`src/rtl/instruction_memory_loader_pkg.sv`:
```
// Shared definitions for the instruction memory, its loader and the fetch path.
package instruction_memory_loader_pkg;

  localparam int unsigned BYTES_PER_WORD = 4;
  localparam int unsigned INST_W         = 32;
  localparam int unsigned BYTE_W         = 8;
  localparam int unsigned BYTE_CNT_W     = $clog2(BYTES_PER_WORD);

  typedef enum logic [2:0] {
    IDLE   = 3'd0,
    ACCEPT = 3'd1,
    WRITE  = 3'd2,
    DONE   = 3'd3,
    ERROR  = 3'd4
  } loader_state_t;

endpackage

```
`src/rtl/instruction_memory_loader_serializer.sv`:
```
// Holds one accepted instruction word and presents its bytes LSB first.
module word_byte_serializer
  import instruction_memory_loader_pkg::*;
(
  input  logic                  clk,
  input  logic                  reset_n,
  input  logic                  load,
  input  logic [INST_W-1:0]     word_in,
  input  logic                  step,
  output logic [BYTE_CNT_W-1:0] byte_cnt,
  output logic [BYTE_W-1:0]     byte_out
);

  logic [BYTES_PER_WORD-1:0][BYTE_W-1:0] word_q;
  logic [BYTE_CNT_W-1:0]                 next_cnt_c;

  assign next_cnt_c = byte_cnt + BYTE_CNT_W'(1);

  // Latch the word on load; byte_out is the lane that is on the bus next cycle.
  always_ff @(posedge clk or negedge reset_n) begin
    if (!reset_n) begin
      word_q   <= '0;
      byte_cnt <= '0;
      byte_out <= '0;
    end else if (load) begin
      word_q   <= word_in;
      byte_cnt <= '0;
      byte_out <= word_in[BYTE_W-1:0];
    end else if (step) begin
      byte_cnt <= next_cnt_c;
      byte_out <= word_q[next_cnt_c];
    end
  end

endmodule

```
`src/rtl/instruction_memory_loader.sv`:
```
// Streams 32-bit instruction words into a byte-wide, little-endian memory port.
module instruction_memory_loader
  import instruction_memory_loader_pkg::*;
#(
  parameter int unsigned       MEM_BYTES = 160,
  parameter int unsigned       ADDR_W    = 64,
  parameter logic [ADDR_W-1:0] BASE_ADDR = '0
) (
  input  logic              clk,
  input  logic              reset_n,
  input  logic              start,
  input  logic              word_valid,
  input  logic [INST_W-1:0] word_data,
  input  logic              word_last,
  output logic              word_ready,
  output logic              mem_we,
  output logic [ADDR_W-1:0] mem_addr,
  output logic [BYTE_W-1:0] mem_wdata,
  output logic              busy,
  output logic              done,
  output logic              error,
  output logic [15:0]       words_written
);

  localparam logic [ADDR_W-1:0]     WORD_BYTES = ADDR_W'(BYTES_PER_WORD);
  localparam logic [ADDR_W-1:0]     END_ADDR   = BASE_ADDR + ADDR_W'(MEM_BYTES);
  localparam logic [BYTE_CNT_W-1:0] LAST_BYTE  = BYTE_CNT_W'(BYTES_PER_WORD - 1);

  loader_state_t         state, state_n;
  logic [ADDR_W-1:0]     addr;
  logic                  last_q;
  logic [BYTE_CNT_W-1:0] byte_cnt;
  logic                  fits_c;
  logic                  load_c;
  logic                  step_c;
  logic                  byte_last_c;

  // Remaining space is compared instead of addr+4 so the sum can never wrap.
  assign fits_c      = (END_ADDR - addr) >= WORD_BYTES;
  assign byte_last_c = (byte_cnt == LAST_BYTE);

  word_byte_serializer u_ser (
    .clk      (clk),
    .reset_n  (reset_n),
    .load     (load_c),
    .word_in  (word_data),
    .step     (step_c),
    .byte_cnt (byte_cnt),
    .byte_out (mem_wdata)
  );

  // State register.
  always_ff @(posedge clk or negedge reset_n) begin
    if (!reset_n) state <= IDLE;
    else          state <= state_n;
  end

  // Next-state decode plus the load/step strobes for the serializer.
  always_comb begin
    state_n = state;
    load_c  = 1'b0;
    step_c  = 1'b0;
    case (state)
      IDLE:    if (start) state_n = ACCEPT;
      ACCEPT: begin
        if (word_valid) begin
          load_c  = fits_c;
          state_n = fits_c ? WRITE : ERROR;
        end
      end
      WRITE: begin
        step_c = 1'b1;
        if (byte_last_c) state_n = last_q ? DONE : ACCEPT;
      end
      DONE:    state_n = IDLE;
      ERROR:   state_n = IDLE;
      default: state_n = IDLE;
    endcase
  end

  // Registered outputs are decoded from the next state so they line up with it.
  always_ff @(posedge clk or negedge reset_n) begin
    if (!reset_n) begin
      addr          <= BASE_ADDR;
      last_q        <= 1'b0;
      word_ready    <= 1'b0;
      mem_we        <= 1'b0;
      mem_addr      <= '0;
      busy          <= 1'b0;
      done          <= 1'b0;
      error         <= 1'b0;
      words_written <= '0;
    end else begin
      word_ready <= (state_n == ACCEPT);
      mem_we     <= (state_n == WRITE);
      busy       <= (state_n == ACCEPT) || (state_n == WRITE);
      done       <= (state_n == DONE);
      if (state == IDLE && start) begin
        addr          <= BASE_ADDR;
        words_written <= '0;
        error         <= 1'b0;
      end
      if (state == ACCEPT && word_valid && !fits_c) error <= 1'b1;
      if (load_c) begin
        last_q   <= word_last;
        mem_addr <= addr;
      end
      if (step_c) begin
        mem_addr <= mem_addr + ADDR_W'(1);
        if (byte_last_c) begin
          addr          <= addr + WORD_BYTES;
          words_written <= words_written + 16'd1;
        end
      end
    end
  end

endmodule

```
`config.mk`:
```
export PLATFORM = sky130hd
export DESIGN_NAME = instruction_memory_loader
export DESIGN_NICKNAME = d
export VERILOG_FILES = /design/src/rtl/instruction_memory_loader_pkg.sv /design/src/rtl/instruction_memory_loader_serializer.sv /design/src/rtl/instruction_memory_loader.sv
export SDC_FILE = /design/constraint.sdc
export NUM_CORES = 1
export LEC_CHECK = 0
export BUFFER_PORTS_ARGS = -buffer_cell sky130_fd_sc_hd__buf_2
export CAP_MARGIN = 40
export CORE_MARGIN = 2
export CORE_UTILIZATION = 40
export DETAILED_ROUTE_END_ITERATION = 8
export HOLD_SLACK_MARGIN = 0.15
export SYNTH_ARGS = -nofsm -noshare
export SYNTH_HDL_FRONTEND = slang
export SYNTH_SLANG_ARGS = --single-unit
```
`constraint.sdc`:
```
create_clock -name clk -period 3.3 [get_ports clk]
set_input_delay 0 -clock clk [delete_from_list [all_inputs] [get_ports clk]]
set_output_delay 0 -clock clk [all_outputs]
set_load 0.01 [all_outputs]
```
# [After elaboration in Yosys (flattened, before gate mapping)]
# Index checks and enable logic that the tools add are counted.
[word_totals] regBits=195 inputBits=37 output_inout_bits=93 wordCells=62
[classes] add_sub_neg=5 magnitude_cmp=2 eq_ne=6 muxes=25 n_reduce_logical=8
[ops] op="$mux 64" count=5
[ops] op="$add 64x1->64 const B" count=1
[ops] op="$add 64x3->64 const B" count=1
[ops] op="$ge 64x3->1 const B" count=1
[ops] op="$sub 8x64->64 const A" count=1
[ops] op="$mux 16" count=3
[ops] op="$mux 8" count=3
[ops] op="$add 16x1->16 const B" count=1
[ops] op="$bmux 8 s2" count=1
[ops] op="$mux 3" count=4
[ops] op="$eq 3x2->1 const B" count=3
[ops] op="$pmux 3 s3" count=1
[ops] op="$eq 3x1->1 const B" count=2
[ops] op="$mux 2" count=3
[ops] op="$mux 1" count=5
[ops] op="$reduce_bool 2->1" count=2
[ops] op="$logic_and 1x1->1" count=3
[ops] op="$logic_not 3->1" count=1
[ops] op="$lt 2x3->1 const B" count=1
[ops] op="$add 2x1->2 const B" count=1
[ops] op="$eq 2x2->1 const B" count=1
[ops] op="$logic_not 1->1" count=1
[ops] op="$logic_or 1x1->1" count=1

# [Longest topological paths before layout]
[logic_depth] depth_word=7 ltp_mapped=16 depth_no_buf=12

# [Modules after synthesis]
# From an unflattened synthesis, not the netlist that was laid out.
[hier_totals] hier_cells=1248 hier_area_um2=11275.8
[by_module_without_submodules] mod="instruction_memory_loader" n_inst=1 cells_per_inst=1135 area_per_inst_um2=9466.6 seq_area_each_um2=3828.7
[by_module_without_submodules] mod="word_byte_serializer" n_inst=1 cells_per_inst=113 area_per_inst_um2=1809.2 seq_area_each_um2=1051.0

# [Least setup slack after synthesis]
# OpenSTA, ideal clock, no wires.
[synth_timing] path_type="register -> register" from="register addr[3]" to="register mem_addr[49]" setup_time_ns=0.129 arrival_time_ns=3.197 required_time_ns=3.171 setup_slack_ns=-0.026 path_stages_with_launch=15 path_buffers=4 synth_period_minus_slack_ns=3.326 path_cell_list="dfrtp_1 > buf_6 > nor4_4 > a21oi_2 > or4_4 > nor4b_1 > a311o_1 > o2111ai_1 > or3_1 > o21a_1 > buf_6 > buf_6 > buf_6 > a22oi_1 > o31ai_1"
[synth_via] elab_chain_cells=5
[synth_lines] item="from (decl)" line="instruction_memory_loader.sv:30" source="logic [ADDR_W-1:0] addr;"
[synth_lines] item="from (signal assigned)" line="instruction_memory_loader.sv:111" source="addr <= addr + WORD_BYTES;"
[synth_lines] item="$sub 8x64->64" line="instruction_memory_loader.sv:39" source="assign fits_c = (END_ADDR - addr) >= WORD_BYTES;"
[synth_lines] item="$ge 64x3->1" line="instruction_memory_loader.sv:39"
[synth_lines] item="$mux 1" line="instruction_memory_loader.sv:66" source="if (word_valid) begin"
[synth_lines] item="$mux 1" line="instruction_memory_loader.sv:63" source="case (state)"
[synth_lines] item="$reduce_bool 2->1 (no source line)"
[synth_lines] item="to (signal assigned)" line="instruction_memory_loader.sv:106" source="mem_addr <= addr;"
[synth_lines] item="to (signal assigned)" line="instruction_memory_loader.sv:109" source="mem_addr <= mem_addr + ADDR_W'(1);"
[synth_lines] item="to (decl)" line="instruction_memory_loader.sv:17" source="output logic [ADDR_W-1:0] mem_addr,"
# No other way between the ends.
# A chain may end at the register's enable or synchronous reset.

# [Final worst setup path]
[layout_timing] from="register addr[13]" to="register mem_addr[1]"
# Same word-level chain as after synthesis.

==> results.py <==
metrics = {
    "synth": {
        "synth_edf_count": 0,
        "ys_warn_count": 0,
        "syn_nets": 1315,
        "synth_seq_cells": 195,
        "yosys.area.top_type": "dfrtp_1",
        "synth_flop_cell": "dfrtp_1",
        "synthCells": 1273,
        "yosys-top-cells-area": "dfrtp_1 43%, nand2_1 5.0%, nand3_1 4.9%",
        "async_reset_ff_share_pct": 100,
        "yosysUniqueCellTypes": 75,
        "netlist.area_leader.share_pct": 42.7,
        "netlist_area_um2": 11400,
        "synth_area_per_cell_um2": 8.99,
        "synth_seq_area_share_pct": 42.7,
    },
    "cts": {
        "h-tree-depth": 4,
        "numClockSinks": 195,
        "tritoncts": "yes",
        "clock_latency_ns": 0.45,
        "cts_buffer_depth": 2,
        "numCtsBuffers": 17,
        "cts-root-buf": "clkbuf_16",
        "cts.clk_slew.worst_paths_ns": 0.08,
    },
    "layout": {
        "diodes": 0,
        "syn_to_final_growth_pct": 36.1,
        "layout-drive-gt1-share_pct": 35.0,
        "final_util_pct": 55.8,
        "fin_nets": 1611,
    },
    "critical_path": {
        "cp_max_fo": 7,
        "worstPathArrival_ns": 3.83,
        "cp.required_ns": 3.64,
        "crit_path_end_kind": "flip-flop",
        "cp-start-kind": "flip-flop",
        "critical_path_class": "flip-flop to flip-flop",
    },
    "die": {
        "coreArea_um2": 27900,
        "rows": 61,
        "die-area_um2": 30000,
        "start_util_pct": 41.0,
        "die-width_um": 173,
        "ios": 130,
        "die_h_um": 173,
    },
    "route": {
        "ant_nets": 0,
        "drcViolationCount": 0,
        "dr.first_iter.drc_count": 856,
        "wl_um": 37900,
        "vias": 11112,
        "wl_per_cell_um": 19.3,
        "firstDrtPassIters": 6,
        "viasPerCell": 5.67,
    },
    "sta": {
        "max_freq_ghz": 0.287,
        "rsz0062_at_grt": "yes",
        "fin_skew_ns": 0.0156,
        "min_period_ns": 3.49,
        "worst_slew_pin_slew_ns": 0.908,
        "slew_viol_final": 0,
        "setup_viol": 105,
        "finalHoldViolCount": 0,
        "fin_crit_sh_pct": 106,
        "fin_ws_ns": -0.187,
        "slew_headroom_pct": 39.5,
    },
    "power": {
        "leakage_nw": 7.19,
        "power_density_nw_per_um2": 505,
        "ir_drop_v": 0.000418,
        "power_w": 0.00787,
    },
    "placed_design": {
        "dp_slack_ns": -0.494,
        "post-dp-hpwl_um": 25500,
        "numPortBuffers": 129,
        "globalplace.congestion": 0.905,
    },
    "status": {
        "violations": "setup timing",
        "status": "finished with violations",
    },
    "global_route": {
        "grt_usage_pct": 23.9,
        "antenna_found_initial": 0,
        "grt_max_degree": 92,
        "grt_pass1_vias": 10732,
        "grt_pass1_wl_um": 57600,
        "grt_overflow": 0,
    },
    "flow_run": {
        "drv_cap": 0,
    },
    "hold_path": {
        "min_path_type": "input pin to asynchronous set/reset pin",
    },
}
## cells in the final DEF (no fill, tap or decap), types with 8 or more instances in the layout
cell,instances
o21ai_1,35
nand2_2,13
a21oi_1,17
and2_1,10
nor3_1,35
mux2_2,34
xnor2_1,18
mux4_2,8
nand3_1,108
inv_1,29
buf_2,128
buf_4,172
nand4_1,36
nor4_2,12
a21o_1,13
o21ai_2,8
o31ai_1,16
a21oi_2,20
o21ai_0,68
clkbuf_16,24
nor2_1,80
nor4_1,9
buf_6,18
xor2_1,20
mux2i_1,25
o211ai_1,18
nand2_1,137
or3_1,10
nor4_4,10
and4_1,13
a31oi_1,10
and3_1,24
dfrtp_1,192
dlygate4sd3_1,36
## critical path, cell delays in order (launching register included)
cell,delay [ns]
dfrtp_1,0.41
nor4_4,0.38
buf_4,0.19
nand2_4,0.06
buf_6,0.13
buf_4,0.14
nor4_2,0.31
xor2_1,0.19
o211ai_1,0.18
nor4_2,0.27
nand4_1,0.14
buf_6,0.17
o21a_4,0.32
buf_6,0.17
a22o_1,0.17
a21o_1,0.14
## what timing repair did
action	CTS	global route
cloned	4	12
endpoints found under the setup margin	114	114
pin swaps	40	58
buffers inserted	15	8
hold endpoints to repair	133	0
resized for setup	78	108
hold buffers	36	0
## per-stage QoR
| stage | instance area (um^2) | setup TNS [ns] | cells | hold slack, ns |
|---|---|---|---|---|
| 2_1_floorplan | 11400 | 0 | 1273 | -0.296 |
| 3_3_place_gp | 13500 | -45.77 | 1855 | 0.136 |
| 3_5_place_dp | 13500 | -42.33 | 1855 | 0.140 |
| 4_1_cts | 14900 | -4.95 | 1941 | 0.236 |
| 5_1_grt | 15600 | -23.16 | 1960 | 0.288 |
| 6_report | 15600 | -11.12 | 1960 | 0.213 |
## metal layers
metal | vias to the layer above | GRT usage, % | wire length, um
li1 | 5285 | - | -
met1 | 5481 | 31.4 | 16700
met2 | 300 | 40.5 | 18500
met3 | 46 | 4.24 | 1830
met4 | 0 | 6.67 | 804
met5 | - | 0 | 0
## flip-flops by register name, indices dropped and copies added (netlist names)
signal	cells
error	1
mem_addr	64
words_written	16
word_ready	1
state	3
busy	1
u_ser.byte_cnt	2
u_ser.word_q	32
last_q	1
done	1
u_ser.byte_out	8
addr	64
mem_we	1
## area by class of cell
class                      instances  area [um^2]
inverter                          29          109
multi-input combinational        955         6670
tap                              378          473
fill                            2575        12400
sequential                       195         4880
timing repair buffer             371         2870
clock inverter                    15          143
clock buffer                      17          425
## cells by family (layout without fill, tap and decap cells)
group	count (synthesis)	count (layout)	synth area share [%]
AOI/OAI and AO/OA	277	281	15.9
xor gates and xnor gates	38	38	2.91
DFF	195	195	42.7
buffers and inverters	127	432	4.91
adders and majority gates	5	5	0.547
and+or+nand+nor	564	564	26.0
muxes	67	67	7.11
## worst paths after layout
check	startpoint	end	slack [ns]	depth (start not counted)
worst min register to register	error	error	0.48	1
max in group asynchronous	reset_n	addr[3]	2.14	3
worst max register to register	addr[13]	mem_addr[1]	-0.19	15
min in group clk	word_data[21]	u_ser.word_q[21]	0.31	3
worst min-delay path	reset_n	addr[19]	0.21	2
worst max-delay path	addr[13]	mem_addr[1]	-0.19	15
## power by group
| part | leakage, nW | switching [W] | total, W | internal [W] |
|---|---|---|---|---|
| clock network | 0.275 | 0.00106 | 0.00206 | 0.00100 |
| registers | 2.60 | 0.000318 | 0.00313 | 0.00281 |
| logic | 4.31 | 0.00134 | 0.00267 | 0.00133 |
| total | 7.19 | 0.00272 | 0.00787 | 0.00515 |
## synth_stat cells, types with 18 or more instances
library cell and instances:
a21oi_1 38, and3_1 25, clkbuf_1 67, dfrtp_1 195, inv_1 29, mux2_2 34, mux2i_1 25, nand2_1 153
nand3_1 113, nand4_1 36, nor2_1 83, nor3_1 43, nor4_1 22, o211ai_1 18, o21ai_0 109, xnor2_1 18
xor2_1 20
Power figures use the tool's default switching activity.
